**config.mk**
```make
export PLATFORM = sky130hd
export DESIGN_NAME = down_timer
export DESIGN_NICKNAME = d
export VERILOG_FILES = /design/src/rtl/down_timer_pkg.sv /design/src/rtl/down_count_core.sv /design/src/rtl/down_timer.sv
export SDC_FILE = /design/constraint.sdc
export NUM_CORES = 1
export LEC_CHECK = 0
export ABC_AREA = 1
export BUFFER_PORTS_ARGS = -buffer_cell sky130_fd_sc_hd__buf_4
export CORE_UTILIZATION = 45
export DETAILED_ROUTE_END_ITERATION = 12
export MAX_ROUTING_LAYER = met4
export PLACE_DENSITY = 0.69
export SLEW_MARGIN = 25
export SYNTH_ARGS = -nofsm -noshare
export SYNTH_HDL_FRONTEND = slang
export SYNTH_SLANG_ARGS = --single-unit
export TNS_END_PERCENT = 1
```
**constraint.sdc**
```tcl
create_clock -name clk -period 1.64 [get_ports clk]
set_input_delay 0.328 -clock clk [delete_from_list [all_inputs] [get_ports clk]]
set_output_delay 0.328 -clock clk [all_outputs]
set_load 0.01 [all_outputs]
```
**src/rtl/down_timer_pkg.sv**
```systemverilog
// rtl/down_timer_pkg.sv - state encoding shared by the down_timer block
package down_timer_pkg;

    localparam logic [1:0] ST_IDLE = 2'd0;
    localparam logic [1:0] ST_RUN  = 2'd1;
    localparam logic [1:0] ST_DONE = 2'd2;

    typedef enum logic [1:0] {
        IDLE = ST_IDLE,
        RUN  = ST_RUN,
        DONE = ST_DONE
    } state_t;

endpackage

```
**src/rtl/down_count_core.sv**
```systemverilog
// rtl/down_count_core.sv - loadable non-wrapping down counter with one/zero flags
module down_count_core #(
    parameter int WIDTH = 8
) (
    input  logic             clk,
    input  logic             rst,
    input  logic             load,
    input  logic [WIDTH-1:0] load_val,
    input  logic             decr,
    output logic [WIDTH-1:0] count,
    output logic             is_one,
    output logic             is_zero
);

    localparam logic [WIDTH-1:0] ONE = WIDTH'(1);

    assign is_one  = (count == ONE);
    assign is_zero = (count == '0);

    // A decrement request at zero is dropped so the count never wraps.
    always_ff @(posedge clk) begin
        if (rst) begin
            count <= '0;
        end else if (load) begin
            count <= load_val;
        end else if (decr && !is_zero) begin
            count <= count - ONE;
        end
    end

endmodule

```
**src/rtl/down_timer.sv**
```systemverilog
// rtl/down_timer.sv - loadable down timer FSM; DOWN_TIMER_AUTORELOAD_EN enables periodic reload
module down_timer
    import down_timer_pkg::*;
#(
    parameter int WIDTH = 8
) (
    input  logic             clk,
    input  logic             rst,
    input  logic             load,
    input  logic [WIDTH-1:0] load_val,
    input  logic             start,
    input  logic             decr,
    input  logic             abort,
    output logic [WIDTH-1:0] count_reg,
    output logic             busy,
    output logic             done
);

    state_t           state;
    state_t           state_nxt;
    logic             core_load;
    logic [WIDTH-1:0] core_val;
    logic             core_decr;
    logic             is_one;
    logic             is_zero;
    logic             eff_zero;

    down_count_core #(.WIDTH(WIDTH)) u_core (
        .clk      (clk),
        .rst      (rst),
        .load     (core_load),
        .load_val (core_val),
        .decr     (core_decr),
        .count    (count_reg),
        .is_one   (is_one),
        .is_zero  (is_zero)
    );

    // A same-cycle load decides whether start runs or finishes immediately.
    assign eff_zero = load ? (load_val == '0) : is_zero;

`ifdef DOWN_TIMER_AUTORELOAD_EN
    logic [WIDTH-1:0] reload_reg;

    always_ff @(posedge clk) begin
        if (rst) begin
            reload_reg <= '0;
        end else if (state == IDLE && !abort && load) begin
            reload_reg <= load_val;
        end
    end
`endif

    always_ff @(posedge clk) begin
        if (rst) begin
            state <= IDLE;
        end else begin
            state <= state_nxt;
        end
    end

    always_comb begin
        state_nxt = state;
        core_load = 1'b0;
        core_val  = load_val;
        core_decr = 1'b0;
        case (state)
            IDLE: begin
                if (!abort) begin
                    core_load = load;
                    if (start) begin
                        state_nxt = eff_zero ? DONE : RUN;
                    end
                end
            end
            RUN: begin
                if (abort) begin
                    state_nxt = IDLE;
                end else if (decr) begin
                    core_decr = 1'b1;
                    if (is_one) begin
                        state_nxt = DONE;
                    end
                end
            end
            DONE: begin
`ifdef DOWN_TIMER_AUTORELOAD_EN
                if (abort || reload_reg == '0) begin
                    state_nxt = IDLE;
                end else begin
                    core_load = 1'b1;
                    core_val  = reload_reg;
                    state_nxt = RUN;
                end
`else
                state_nxt = IDLE;
`endif
            end
            default: state_nxt = IDLE;
        endcase
    end

    assign busy = (state == RUN);
    assign done = (state == DONE);

endmodule

```
After elaboration in Yosys (flattened, before gate mapping). Index checks and enable logic that the tools add are counted.

Bits in registers: 10. Bits of input ports: 14. Word-level logic and storage cells: 32.

Add/subtract/negate cells: 1. Equality and inequality tests: 7. Mux-type cells: 15. Reduce and logical (&&, ||, !) cells: 7.

Operators with widths (number): 8-bit logical NOT (2); 8-bit 2-to-1 mux (2); 2-bit 2-to-1 mux (6); 8-bit by 1-bit == test with 1-bit output, second input constant (1); 8-bit by 1-bit subtractor with 8-bit output, second input constant (1); 1-bit 2-to-1 mux (6); 2-bit != test, second input constant (2); 2-bit case mux with 2 select lines (1); 4-bit AND reduction (1); 3-bit by 2-bit != test with 1-bit output, second input constant (1); 3-bit != test, second input constant (1); 2-bit by 1-bit == test with 1-bit output, second input constant (1); 2-bit == test, second input constant (1); 2-bit logical NOT (1); 2-bit nonzero test (1); 1-bit logical AND (1); 1-bit logical NOT (1).

Longest topological paths before layout.
Depth in word-level cells: 6. Gate-level depth with buffers: 9. Gate-level depth less buffers: 9.

Cells and area by module. Synthesis repeated with hierarchy kept, for this count alone.

Cell total of the unflattened synthesis: 130. Area total of the unflattened synthesis: 789.5 µm².

Modules (own cells, without submodules): down_count_core (times used 1, cells an instance 97, area each 610.6 µm², sequential area each 160.2 µm²); down_timer (times used 1, cells an instance 33, area each 178.9 µm², sequential area each 40.0 µm²).

Worst setup path after synthesis. Ideal clock, no wire load.

Path type: reg-to-reg. Start point: reg u_core.count[0]. End point: reg u_core.count[2]. Library setup time: 0.116 ns. Arrival: 1.207 ns. Required time: 1.524 ns. Setup slack: 0.317 ns. Cell stages (with the launch flop): 9. Path through: dfxtp_1 -> inv_1 -> ha_1 -> inv_1 -> nor2_1 -> o21ai_0 -> o21ai_0 -> nand2_1 -> a21oi_1.

Longest elaborated chain between the ends: 4. Elaborated cells between the ends (all ways): 7.

Ends and longest elaborated chain: start, declared (RTL line down_count_core.sv:10) `output logic [WIDTH-1:0] count,`; start signal, assigned (RTL line down_count_core.sv:25) `count <= load_val;`; start signal, assigned (RTL line down_count_core.sv:27) `count <= count - ONE;`; branches (longest 4 deep; another with 8-bit by 1-bit subtractor with 8-bit output).

Several ways; the timed one is not identified. The select of a mux whose other input is x is not followed. A chain may end at the register's enable or synchronous reset.

Final worst setup path. Same ends and word-level chain as after synthesis.

==> impl_metrics.toml <==
[worst_hold_path]
worstHoldStart = "rst"
min_to = "u_core.count[1]"
worstHoldPathType = "in -> reg"
whs_path_depth = 2

[outcome]
violations = "DRC"
status = "complete, but fails checks"

[drt]
routed_wl_um = 2061
num_vias = 905
wl_per_cell_um = 11.78
ant_nets = 0
drc = 1
via_per_inst = 5.171
firstDrtPassIters = 8
drt_iter0_drc = 23

[timing]
setup_viol = 0
fmax_mhz = 677.4
skew_ns = 0.008672
period_needed_ns = 1.476
drv_slew = 0
whs_ns = 0.2525
hold_violations = 0
tightest_slew_ns = 0.2681
setup_tns_ns = 0
period_share_pct = 90.02
relSlewSlack_pct = 81.94
rsz0062_at_grt = "no"

[setup_path]
critPathMostFrequentCell = "nand2_1"
cp_num_cells = 7
worstPathArrival_ns = 1.65
critPathKind = "reg -> reg"
required_ns = 1.82
r2r-start = "u_core.count[0]"
path_buf_inv = 1
path_delay_family = "flip-flops"
start_kind = "flip-flop"
worstPathMaxFanout = 6
crit_path_top_delay_cell = "dfxtp_1"
worstPathCellList = "inv_1, ha_1, nand2_4, o21ai_2, nand2_1, nand2_1, a21oi_1"
end_kind = "flip-flop"
reg2reg_slack_ns = 0.16
max_stage_delay_ns = 0.35
reg2regPathDepth = 7
worst_r2r_endpoint = "u_core.count[2]"

[pwr]
leakage_nw = 0.5447
peakVddDrop_mv = 0.7386
intPower_w = 0.0006712
p_sw_w = 0.0005073
netSwitchingFraction_pct = 43.04
clockPowerShare_pct = 19.3
pwr_density_cell_mw_per_mm2 = 1149
combPwrFrac_pct = 51.7
seq_power_share_pct = 29.0
power_w = 0.001179

[cells_and_area]
n_antenna_cell = 0
final_net_count = 177
largest_register_ffs = 8
drive_above_1_share_pct = 24.53
syn2layout_area_growth_pct = 29.95
multi_input_area_sq_um = 513.0
final_core_util_pct = 65.08
seq_area_sq_um = 200.2
fillCellCount = 150
fin_area_sq_mm = 0.001026

[yosys]
ys_seq_area_share_pct = 25.36
synth_top_area_cell = "dfxtp_1"
ys_warn_count = 0
syn_area_sq_um = 789.5
synthTopCellsByCount = "nand2_1, inv_1, nor2_1, nand3_1, dfxtp_1"
synth_edf_count = 0
ys_async_sr_fraction_pct = 0
yosysUniqueCellTypes = 18
synthCells = 131
yosys.area.top_type_share_pct = 25.36
yosys_register_bits = 10
yosysMostFrequentCell = "nand2_1"
synth_area_leaders = "dfxtp_1, nand2_1, inv_1"
syn_area_per_cell_sq_um = 6.027
syn_nets = 148
synth-main-ff-cell = "dfxtp_1"

[clock_tree]
cts_buffer_depth = 2
h-tree-depth = 1
cts_num_sinks = 10
clk_pin_slew_ns = 0.07
cts_buffers = 3
clock_latency_ns = 0.28
cts_tree = "yes"
post_cts_buffers = 0
cts_hold_buffers = 0
cts-resized-gates = 0
cts-root-buf = "clkbuf_4"

[place]
hpwl_um = 1615
io_buffers = 23
place.gp.congestion = 0.8685
placed_area_sq_um = 989.7

[floorplanning]
core.rowCount = 14
fp.coreArea_sq_mm = 0.001577
die-area_sq_mm = 0.001926
die_y_um = 43.89
io_pins = 24
initial_core_util_pct = 50.08
fp.dieW_um = 43.89

[global_route]
track_usage_pct = 24.30
antenna_found_initial = 0
grt_use_met1_pct = 30.81
busiest_layer = "met2"
gr-usage-met3_pct = 5.000
grt_max_degree = 10
met2_usage_pct = 35.22
grt_pass1_vias = 777
gr-total-overflow = 0
grt_pass1_wl_um = 3312

[job]
drv_cap = 0
[placed cells by master (no fill, tap or decap)]
| master | netlist | final |
|---|---|---|
| nand2_1 | 41 | 41 |
| o21ai_0 | 6 | 6 |
| nor2_4 | 5 | 5 |
| clkbuf_4 | 0 | 3 |
| nand4_1 | 4 | 4 |
| o21ai_2 | 1 | 1 |
| nor3_1 | 1 | 1 |
| nand2_4 | 1 | 1 |
| nand3_1 | 12 | 12 |
| dfxtp_1 | 10 | 10 |
| clkinv_2 | 1 | 1 |
| nand3_2 | 1 | 1 |
| a21boi_0 | 1 | 1 |
| a21oi_1 | 7 | 7 |
| clkbuf_8 | 0 | 1 |
| buf_4 | 0 | 24 |
| nor2_1 | 16 | 16 |
| nand2_2 | 1 | 1 |
| inv_1 | 19 | 19 |
| nor2_2 | 1 | 1 |
| ha_1 | 3 | 3 |
[final cells by class]
cell class,count,area share [%]
Tap cell,16,1.951
Inverter,20,7.439
Sequential cell,10,19.51
Multi-Input combinational cell,101,50.00
Clock buffer,4,3.537
Timing Repair Buffer,24,17.56
[logic make-up after synthesis]
kind of cell | after synthesis | synth area share [%]
AO/OA/AOI/OAI | 15 | 10.30
adder cells (fa/ha/maj) | 3 | 4.755
buffers and inverters | 20 | 9.667
flip-flops | 10 | 25.36
AND/OR/NAND/NOR | 83 | 49.92
[through the flow]
step                instances  worst slack, ns
floorplan                 131           0.3170
CTS                       175           0.1856
finish                    175           0.1637
global route              175          0.04828
global placement          171           0.1928
detailed placement        171           0.2030
[worst max-delay path by stage]
stage	start	to	slack (ns)
2_1_floorplan	u_core.count[0]	u_core.count[2]	0.32
3_3_place_gp	u_core.count[0]	u_core.count[0]	0.19
3_5_place_dp	u_core.count[0]	u_core.count[2]	0.20
4_1_cts	u_core.count[0]	u_core.count[2]	0.19
5_1_grt	u_core.count[0]	u_core.count[4]	0.05
6_report	u_core.count[0]	u_core.count[2]	0.16
[routing by layer]
| metal | part of all wire, % | vias up |
|---|---|---|
| met2 | 44 | 34 |
| met5 | 0 | - |
| li1 | - | 468 |
| met3 | 6.3 | 5 |
| met4 | 1.8 | 0 |
| met1 | 47 | 398 |
[power by group through the flow]
stage	Combinational, W	Sequential [W]	Clock (W)
after floorplan	0.000422	0.000352	0
after global placement	0.000597	0.000345	0
after detailed placement	0.000603	0.000347	0
after CTS	0.000605	0.000342	0.000234
after global routing	0.000683	0.000349	0.000252
final	0.000609	0.000342	0.000228
Power figures use the tool's default switching activity.
